## src/rtl/cram_config_loader.sv

```systemverilog
`default_nettype none
// ============================================================================
// cram_config_loader : byte-stream loader for the serial CRAM chain, with a
//                      CRC-8 recirculating readback check gating fabric reset
// Revision 1.0
// ============================================================================
module cram_config_loader #(
  parameter int CHAIN_LEN = 1024,
  parameter int CNT_W     = $clog2(CHAIN_LEN + 1)
) (
  input  logic       clk,
  input  logic       nrst,
  input  logic       start,
  input  logic       abort,
  input  logic [7:0] s_data,
  input  logic       s_valid,
  output logic       s_ready,
  output logic       cram_en,
  output logic       cram_cfg_en,
  output logic       cram_data_out,
  input  logic       cram_data_in,
  output logic       le_nrst,
  output logic       le_en,
  output logic       busy,
  output logic       done,
  output logic       error,
  output logic [7:0] crc
);

  if (CHAIN_LEN < 16 || (CHAIN_LEN % 8) != 0) begin : g_bad_chain_len
    $error("CHAIN_LEN must be a multiple of 8 and at least 16");
  end

  typedef enum logic [2:0] {
    S_IDLE   = 3'd0,
    S_LOAD   = 3'd1,
    S_VERIFY = 3'd2,
    S_CHECK  = 3'd3,
    S_DONE   = 3'd4,
    S_ERROR  = 3'd5
  } state_e;

  localparam logic [CNT_W-1:0] LAST_BIT  = CNT_W'(CHAIN_LEN - 1);
  localparam logic [CNT_W-1:0] NUM_BYTES = CNT_W'(CHAIN_LEN / 8);

  function automatic logic [7:0] crc8_step(input logic [7:0] c, input logic b);
    return {c[6:0], 1'b0} ^ ((c[7] ^ b) ? 8'h07 : 8'h00);
  endfunction

  state_e           state_q, state_d;
  logic [7:0]       buf_q;
  logic [3:0]       bcnt_q;
  logic [CNT_W-1:0] bitcnt_q;
  logic [CNT_W-1:0] bytes_q;
  logic [7:0]       lcrc_q;
  logic [7:0]       vcrc_q;
  logic             busy_q, done_q, error_q, le_q;

  logic w_shift, w_verify, w_accept, w_enter_load;

  assign w_shift  = (state_q == S_LOAD) && (bcnt_q != 4'd0);
  assign w_verify = (state_q == S_VERIFY);
  assign s_ready  = (state_q == S_LOAD) && (bcnt_q <= 4'd1) && (bytes_q < NUM_BYTES);
  assign w_accept = s_valid && s_ready;

  assign cram_en     = w_shift || w_verify;
  assign cram_cfg_en = w_shift || w_verify;
  // Recirculation is combinational so each VERIFY cycle rotates the chain by one.
  assign cram_data_out = w_verify ? cram_data_in : (w_shift & buf_q[7]);

  assign busy    = busy_q;
  assign done    = done_q;
  assign error   = error_q;
  assign le_nrst = le_q;
  assign le_en   = le_q;
  assign crc     = lcrc_q;

  always_comb begin
    state_d = state_q;
    if (abort) begin
      state_d = S_IDLE;
    end else begin
      case (state_q)
        S_IDLE:   if (start) state_d = S_LOAD;
        S_LOAD:   if (w_shift && bitcnt_q == LAST_BIT) state_d = S_VERIFY;
        S_VERIFY: if (bitcnt_q == LAST_BIT) state_d = S_CHECK;
        S_CHECK:  state_d = (vcrc_q == lcrc_q) ? S_DONE : S_ERROR;
        S_DONE,
        S_ERROR:  if (start) state_d = S_LOAD;
        default:  state_d = S_IDLE;
      endcase
    end
  end

  assign w_enter_load = (state_d == S_LOAD) && (state_q != S_LOAD);

  always_ff @(posedge clk or negedge nrst) begin
    if (!nrst) begin
      state_q  <= S_IDLE;
      buf_q    <= 8'h00;
      bcnt_q   <= 4'd0;
      bitcnt_q <= '0;
      bytes_q  <= '0;
      lcrc_q   <= 8'h00;
      vcrc_q   <= 8'h00;
      busy_q   <= 1'b0;
      done_q   <= 1'b0;
      error_q  <= 1'b0;
      le_q     <= 1'b0;
    end else begin
      state_q <= state_d;
      busy_q  <= (state_d == S_LOAD) || (state_d == S_VERIFY) || (state_d == S_CHECK);
      done_q  <= (state_d == S_DONE);
      error_q <= (state_d == S_ERROR);
      le_q    <= (state_d == S_DONE);

      if (w_enter_load) begin
        buf_q    <= 8'h00;
        bcnt_q   <= 4'd0;
        bitcnt_q <= '0;
        bytes_q  <= '0;
        lcrc_q   <= 8'h00;
        vcrc_q   <= 8'h00;
      end else if (state_q == S_LOAD) begin
        if (w_shift) begin
          buf_q    <= {buf_q[6:0], 1'b0};
          bcnt_q   <= bcnt_q - 4'd1;
          // Wrap to zero on the last bit so VERIFY reuses the counter.
          bitcnt_q <= (bitcnt_q == LAST_BIT) ? '0 : bitcnt_q + CNT_W'(1);
          lcrc_q   <= crc8_step(lcrc_q, buf_q[7]);
        end
        if (w_accept) begin
          buf_q   <= s_data;
          bcnt_q  <= 4'd8;
          bytes_q <= bytes_q + CNT_W'(1);
        end
      end else if (w_verify) begin
        bitcnt_q <= bitcnt_q + CNT_W'(1);
        vcrc_q   <= crc8_step(vcrc_q, cram_data_in);
      end
    end
  end

endmodule
`default_nettype wire

```

## config.mk

```make
export PLATFORM = sky130hd
export DESIGN_NAME = cram_config_loader
export DESIGN_NICKNAME = d
export VERILOG_FILES = /design/src/rtl/cram_config_loader.sv
export SDC_FILE = /design/constraint.sdc
export NUM_CORES = 1
export LEC_CHECK = 0
export CAP_MARGIN = 20
export CORE_MARGIN = 3
export CORE_UTILIZATION = 40
export CTS_CLUSTER_SIZE = 25
export DETAILED_ROUTE_END_ITERATION = 12
export GPL_ROUTABILITY_DRIVEN = 0
export PLACE_DENSITY = 0.68
export SLEW_MARGIN = 20
export SYNTH_ARGS = -nofsm -noshare
export SYNTH_HDL_FRONTEND = slang
export SYNTH_SLANG_ARGS = --single-unit
```

## constraint.sdc

```tcl
create_clock -name clk -period 2.1 [get_ports clk]
set_input_delay 0.21 -clock clk [delete_from_list [all_inputs] [get_ports clk]]
set_output_delay 0.21 -clock clk [all_outputs]
set_load 0.01 [all_outputs]
```

# Word-level counts from Yosys, hierarchy flattened

Cells that the tools add are included.

$add $sub $neg: 3
Order comparisons: 2
Eq/ne operators: 15
Mux-type cells: 31
Bitwise operators: 5
Reduce and logical (&&, ||, !) cells: 23

Operators by type and width:

| cell                                                           | count |
|---|---|
| two-way mux 11 bit                                             | 8 |
| two-way mux 8 bit                                              | 10 |
| adder 11 x 1 -> 11 bit, second input constant                  | 2 |
| two-way mux 3 bit                                              | 6 |
| two-way mux 4 bit                                              | 4 |
| bitwise XOR 8 x 3 -> 8 bit                                     | 2 |
| == test 3 x 2 -> 1 bit, second input constant                  | 4 |
| == test 3 bit, second input constant                           | 4 |
| one-hot mux 3 bit (4 select lines)                             | 1 |
| == test 11 x 10 -> 1 bit, second input constant                | 1 |
| < comparator 11 x 8 -> 1 bit, second input constant            | 1 |
| AND reduction 2 bit                                            | 5 |
| == test 8 bit                                                  | 1 |
| nonzero test 2 bit                                             | 4 |
| == test 3 x 1 -> 1 bit, second input constant                  | 2 |
| logical AND 1 bit                                              | 6 |
| nonzero test 3 bit                                             | 2 |
| less-or-equal comparator 4 x 1 -> 1 bit, second input constant | 1 |
| nonzero test 4 bit                                             | 1 |
| subtractor 4 x 1 -> 4 bit, second input constant               | 1 |
| zero test 3 bit                                                | 1 |
| logical OR 1 bit                                               | 3 |
| inequality test 3 x 1 -> 1 bit, second input constant          | 1 |
| inequality test 3 bit, second input constant                   | 1 |
| 5 further kinds                                                | 7 |

Register bits: 56
Input port bits: 14
Logic and storage cells: 89

# Longest topological paths before layout

Gate-level depths: netlist of the first run.

Depth in word-level cells: 10
Gate-level depth with buffers: 9

# Worst setup path after synthesis of the first run

OpenSTA, ideal clock, no wires.

Path kind: flip-flop to output port
Start point: register bcnt_q[0]
End point: output cram_en
Arrival: 1633 ps
Data required time: 1890 ps
Path slack: 257 ps
Cell stages (with the launch flop): 9
Cell sequence: dfrtp_1 > inv_1 > ha_1 > or3b_1 > a21oi_2 > or2_1 > buf_4 > inv_2 > buf_4

Word-level cells in the longest chain between the ends: 3

RTL lines:

| what                   | RTL line | RTL |
|---|---|---|
| from (decl)            | 52       | `logic [3:0] bcnt_q;` |
| from (signal assigned) | 127      | `bcnt_q <= bcnt_q - 4'd1;` |
| nonzero test 4 bit     | 61       | `assign w_shift = (state_q == S_LOAD) && (bcnt_q != 4'd0);` |
| logical AND 1 bit      | 61       |  |
| logical OR 1 bit       | -        |  |
| to (decl)              | 18       | `output logic cram_en,` |

No other way between the ends.

# Final worst setup path of the first run

Start point: register state_q[1]
End point: output cram_data_out

Word-level cells in the longest chain between the ends: 4
Elaborated cells on any way between the ends: 5
Those cells by class: eq/ne (2); mux (1); bitwise (1); reduce/logical (1)

RTL lines:

| what                   | RTL line | RTL |
|---|---|---|
| from (decl)            | 50       | `state_e state_q, state_d;` |
| from (signal assigned) | 111      | `state_q <= state_d;` |
| == test 3 x 1 -> 1 bit | 61       |  |
| logical AND 1 bit      | 61       |  |
| AND 1 bit              | 69       | `assign cram_data_out = w_verify ? cram_data_in : (w_shift & buf_q[7]);` |
| two-way mux 1 bit (*)  | 69       |  |
| to (decl)              | 20       | `output logic cram_data_out,` |

Mark *: on every way between the ends. The rest lies on a longest branch, timed or not.

==> impl_metrics.json, run 1 <==
{
  "synth_compound_area_frac": 0.124,
  "cts_root_buf": "clkbuf_8",
  "rows": 30,
  "status": "completed",
  "crit_family": "flip-flops",
  "worst-path-buf-inv": 1,
  "grt_pass1_vias": 2239,
  "grt_pass1_wl_mm": 10.7,
  "comb_power_share": 0.342,
  "ys_seq_area_frac": 0.466,
  "dp_cells": 430,
  "synth_warnings": 0,
  "grt_use_total": 0.153,
  "p_per_area_nw_per_um2": 864,
  "drc": 0,
  "slew-limit-headroom": 0.619,
  "intPower_mw": 2.07,
  "cts_buffer_depth": 2,
  "ant_nets": 0,
  "dr.first_iter.drc_count": 133,
  "cap_violations": 0,
  "yosys.area_share.adder": 0.0208,
  "fillers": 661,
  "dp_slack_ns": 0.00950,
  "clock.fmax_mhz": 495,
  "startpoint_type": "register",
  "start_util": 0.426,
  "final-max-slew-violation-count": 0,
  "antenna_cells": 0,
  "rsz0062_at_grt": "no",
  "wirelength_mm": 6.18,
  "ys_types": 51,
  "port_buffers": 30,
  "num_vias": 2245,
  "dieWidth_um": 92.7,
  "synthFlopType": "dfrtp_1",
  "numClockSinks": 56,
  "synth-xor-area-share": 0.0641,
  "synth_edf_count": 0,
  "regArea_um2": 1400,
  "dr.pass1.iters": 4,
  "cts_max_level": 2,
  "layout-drive-gt1-share": 0.176,
  "hp-class": "in -> async",
  "worstPathRequired_ns": 1.89,
  "dpl.hpwl_mm": 4.35,
  "synth.area.mux_share": 0.0433,
  "synth_top_family_by_area": "simple AND/OR/NAND/NOR gates",
  "clock_power_share": 0.202,
  "async_flop_share": 1.00,
  "final_util": 0.511,
  "p_leak_nw": 1.64,
  "p_sw_mw": 1.04,
  "io_pins": 31,
  "cts_tree": "yes",
  "cp-end-kind": "primary output",
  "area.growth.synth_to_final_pct": 19.9,
  "synth_area_um2": 3010,
  "synthSimpleGateAreaFrac": 0.233,
  "postSynthAreaPerCell_um2": 9.86,
  "instances_no_fill": 442,
  "finalHoldViolCount": 0,
  "grt-ovfl-total": 0,
  "post_dp_cell_area_um2": 3460,
  "finalNetCount": 364,
  "fin_crit_sh": 0.962,
  "setup-violations-final": 0,
  "via_per_inst": 5.08,
  "core_area_um2": 7060,
  "tns_ns": 0,
  "chipHeight_um": 92.7,
  "grt_start_max_net_pins": 34,
  "syn_inst": 305,
  "crit_path_max_fanout": 5,
  "routedWlPerCell_um": 14.0,
  "worstPathArrival_ns": 1.81,
  "slowest_stage": "dfrtp_2",
  "cpPeakStageDelay_ns": 0.45,
  "ys_ff_latch": 56,
  "swShare": 0.335,
  "cp_cell_sequence": "or3b_4 > a21oi_2 > a22o_1 > dlygate4sd2_1",
  "tightestPinTransition_ns": 0.571,
  "dieArea_um2": 8590,
  "synthesis.nets": 324,
  "cts_made_buffers": 5,
  "period_needed_ns": 2.02,
  "final_area_um2": 3600,
  "peakVddDrop_uv": 420,
  "clk_pin_slew_ns": 0.10,
  "finClkSkew_ns": 0.00524,
  "insertion_delay_ns": 0.31,
  "final.setup.worst_slack_ns": 0.0792,
  "power_frac_seq": 0.456,
  "multiInputGateArea_um2": 1490,
  "critPathKind": "reg -> out",
  "antenna_found_initial": 0
}
[per-layer routing]
layer,track usage,share of wire,up-vias
li1,-,-,1131
met2,0.236,0.45,35
met5,0,0,-
met4,0.0464,0.012,0
met1,0.217,0.50,1072
met3,0.0284,0.033,7
[layout make-up]
| type | count | area share |
|---|---|---|
| flip-flops and latches | 56 | 0.389 |
| repair buffers | 53 | 0.134 |
| well taps | 96 | 0.0333 |
| inverters | 5 | 0.00521 |
| clock buffers | 7 | 0.0239 |
| multi-input cells | 224 | 0.412 |
| clock inverters | 1 | 0.00208 |
[cells in the final DEF, fill, tap and decap left out, types with 5 or more instances in the layout]
master	n
a211oi_2	7
a21oi_1	23
and2_1	10
buf_4	20
clkbuf_8	6
clkdlybuf4s50_1	25
dfrtp_1	54
mux2i_1	13
nand2_1	46
nand3_1	7
nor2_1	26
nor3_1	8
nor4_1	5
xor2_1	19
[state kept, by name, indices dropped and copies added (netlist names)]
| signal | flops |
|---|---|
| crc | 8 |
| le_en | 1 |
| error | 1 |
| state_q | 3 |
| buf_q | 8 |
| bcnt_q | 4 |
| busy | 1 |
| vcrc_q | 8 |
| bitcnt_q | 11 |
| bytes_q | 11 |
[synthesized netlist by cell type (4+ instances only)]
master / n / area share
nor2b_1: 4 / 0.0083
buf_2: 6 / 0.010
and2_1: 10 / 0.021
nand2_1: 46 / 0.057
buf_4: 6 / 0.015
nand4_1: 4 / 0.0083
and3_1: 4 / 0.0083
clkbuf_1: 4 / 0.0050
dfrtp_1: 56 / 0.47
inv_1: 4 / 0.0050
nand3_1: 7 / 0.012
a21oi_1: 23 / 0.038
nor4_1: 5 / 0.010
xor2_1: 19 / 0.055
mux2i_1: 13 / 0.043
a211oi_2: 7 / 0.029
nor3_1: 8 / 0.013
nor2_1: 26 / 0.032
ha_1: 5 / 0.021
[cell families (layout without fill, tap and decap cells)]
| logic type | count (synthesis) | after routing |
|---|---|---|
| simple gates | 133 | 133 |
| flops | 56 | 56 |
| compound gates | 51 | 51 |
| buf+inv | 25 | 66 |
| xor+xnor | 22 | 22 |
| mux | 13 | 13 |
| fa+ha+maj | 5 | 5 |
[power by group through the flow]
| stage | Combinational, mW | Sequential, mW | Clock, mW |
|---|---|---|---|
| final | 1.06 | 1.42 | 0.630 |
| after global routing | 1.18 | 1.45 | 0.692 |
| after CTS | 1.04 | 1.42 | 0.651 |
| after detailed placement | 1.01 | 1.44 | 0 |
| after global placement | 0.990 | 1.43 | 0 |
| after floorplan | 0.641 | 1.42 | 0 |
[timing repair]
item	4_1_cts	5_1_grt
buffers inserted	2	1
setup endpoints to repair	4	3
pin swaps	2	2
endpoints found under the hold margin	23	0
resized for setup	15	5
hold buffers	1	0
[final timing paths]
check,startpoint,to,slack (ns),cells past startpoint
setup reg to reg,bcnt_q[1]$_DFFE_PN0P_,bcnt_q[3]$_DFFE_PN0P_,0.17,8
hold / removal,nrst,bitcnt_q[0]$_DFFE_PN0P_,0.41,2
min in group clk,s_data[0],buf_q[0]$_DFFE_PN0P_,0.47,3
hold reg to reg,bytes_q[7]$_DFFE_PN0P_,bytes_q[7]$_DFFE_PN0P_,0.50,2
max in group asynchronous,nrst,buf_q[2]$_DFFE_PN0P_,1.12,3
setup / recovery,state_q[1]$_DFF_PN0_,cram_data_out,0.08,4
[per-stage QoR]
step	hold slack [ns]	total power, mW
finish	0.412	3.11
global route	0.449	3.32
CTS	0.446	3.11
floorplan	-0.0856	2.06
global placement	0.249	2.42
detailed placement	0.250	2.45
Note: power is estimated with default switching activity, not from simulation.
==> inputs of run 2 (changes only) <==
CORE_ASPECT_RATIO = 0.5   (was unset)
==> run 2 against run 1 <==
- first-iteration DRC count down 13%
- combinational power about the same
- flip-flop and latch count unchanged
- fmax down 0.75%
- sequential share of layout area down 0.56 points
- register-to-register slack worse by 0.06 ns
- sequential power about the same
- power up 7.0%
- largest cell class unchanged
- clock power up 31%
- critical endpoint is now cram_cfg_en
- clock-buffer cell count down 2
- setup slack worse by 0.015 ns
- worst hold slack better by 0.055 ns
- highest routed layer unchanged
==> impl_metrics.json, run 2 (synthesis gave the netlist of run 1 again) <==
{
  "ant_nets": 0,
  "layout-drive-gt1-share": 0.181,
  "core_area_um2": 6990,
  "clk_pin_slew_ns": 0.07,
  "antenna_found_initial": 0,
  "dr.first_iter.drc_count": 116,
  "area.growth.synth_to_final_pct": 21.4,
  "rsz0062_at_grt": "no",
  "startpoint_type": "register",
  "chipHeight_um": 67.3,
  "numClockSinks": 56,
  "totalPowerFinal_mw": 3.33,
  "grt_pass1_vias": 2309,
  "drc": 0,
  "cts_root_buf": "clkbuf_16",
  "cp_cell_sequence": "inv_2 > ha_2 > or3b_4 > a21oi_2 > or2_4 > inv_2 > buf_2",
  "worstPathArrival_ns": 1.83,
  "slew-limit-headroom": 0.589,
  "final_common_cell": "dfrtp_1",
  "tns_ns": 0,
  "final-max-slew-violation-count": 0,
  "instances_no_fill": 440,
  "fin_crit_sh": 0.970,
  "dr.pass1.iters": 4,
  "wirelength_mm": 6.63,
  "dieWidth_um": 129,
  "hp-class": "in -> async",
  "rows": 21,
  "finalNetCount": 366,
  "insertion_delay_ns": 0.29,
  "start_util": 0.430,
  "crit_path_max_fanout": 3,
  "mostFrequentLayoutCells": "56 x dfrtp_1, 46 x nand2_1, 26 x nor2_1, 25 x clkdlybuf4s50_1, 23 x a21oi_1",
  "finalHoldViolCount": 0,
  "cpPeakStageDelay_ns": 0.40,
  "critPathKind": "reg -> out",
  "grt_start_max_net_pins": 34,
  "cts_tree": "yes",
  "worstPathRequired_ns": 1.89,
  "grt_pass1_wl_mm": 11.1,
  "routedWlPerCell_um": 15.1,
  "status": "completed",
  "tightestPinTransition_ns": 0.616,
  "final_util": 0.522,
  "cts_max_level": 2,
  "dpl.hpwl_mm": 4.53,
  "dieArea_um2": 8660,
  "clock.fmax_mhz": 491,
  "antenna_cells": 0,
  "finClkSkew_ns": 0.00229,
  "setup-violations-final": 0,
  "top_regs": "bitcnt_q x11, bytes_q x11",
  "port_buffers": 30,
  "slowest_stage": "dfrtp_1",
  "fillers": 639,
  "grt_use_total": 0.161,
  "num_vias": 2348,
  "cap_violations": 0,
  "cts_buffer_depth": 2,
  "via_per_inst": 5.34,
  "cts_made_buffers": 5,
  "period_needed_ns": 2.04,
  "dp_cells": 425,
  "grt-ovfl-total": 0,
  "p_leak_nw": 1.68,
  "cpMostUsedCell": "inv_2",
  "cp-end-kind": "primary output",
  "peakVddDrop_uv": 400,
  "p_per_area_nw_per_um2": 913,
  "io_pins": 31
}
==> run 2: changes by cell type in the layout (fill, tap and decap cells not counted), sizes merged <==
cell,delta
clkinv,+3
clkbuf,-2
buf,+2
clkinvlp,-1
==> run 2: metrics by stage <==
step	hold WS [ns]	setup WS [ns]	area, µm²
after global routing	0.520	0.00140	3650
final	0.467	0.0639	3650
after floorplan	-0.0856	0.257	3010
after global placement	0.243	0.0524	3450
after detailed placement	0.264	-0.0241	3450
after CTS	0.486	0.0744	3650
==> run 2: final timing paths <==
kind,start,end,slack [ns],depth (start not counted)
worst max-delay path,bcnt_q[1]$_DFFE_PN0P_,cram_cfg_en,0.06,7
worst min-delay path,nrst,le_en$_DFF_PN0_,0.47,2
worst max register to register,bcnt_q[1]$_DFFE_PN0P_,bitcnt_q[6]$_DFFE_PN0P_,0.11,9
worst min register to register,bytes_q[9]$_DFFE_PN0P_,bytes_q[9]$_DFFE_PN0P_,0.51,1
max in group asynchronous,nrst,bcnt_q[2]$_DFFE_PN0P_,1.05,3
min in group clk,s_data[0],buf_q[0]$_DFFE_PN0P_,0.49,3
==> run 2: worst max-delay path: cells and delay by family (launching register included) <==
| kind | cells | cell delay [ns] |
|---|---|---|
| and+or+nand+nor | 2 | 0.53 |
| DFF | 1 | 0.40 |
| buffers and inverters | 3 | 0.25 |
| AOI/OAI and AO/OA | 1 | 0.19 |
| adders and majority gates | 1 | 0.17 |
==> run 2: final cells by class <==
cell class,count,area [µm²],area share
multi-input cells,224,1470,0.404
flip-flops and latches,56,1400,0.384
repair buffers,55,498,0.136
clock buffers,5,125,0.0343
well taps,92,115,0.0315
clock inverters,3,18.8,0.00514
inverters,5,18.8,0.00514
==> run 2: metal layers <==
metal	part of all wire	track usage
met4	0.010	0.0406
met1	0.46	0.208
met3	0.040	0.0332
met5	0	0
met2	0.49	0.282
==> run 2: timing repair <==
action	4_1_cts	5_1_grt
hold buffers	1	0
hold endpoints to repair	23	0
endpoints found under the setup margin	4	2
gates resized for setup	16	1
buffers inserted	6	0
pin swaps	3	0
==> run 2: power by group <==
part | switching [mW] | internal, mW
Combinational | 0.531 | 0.554
Sequential | 0.170 | 1.25
Clock | 0.384 | 0.441
Total | 1.09 | 2.25
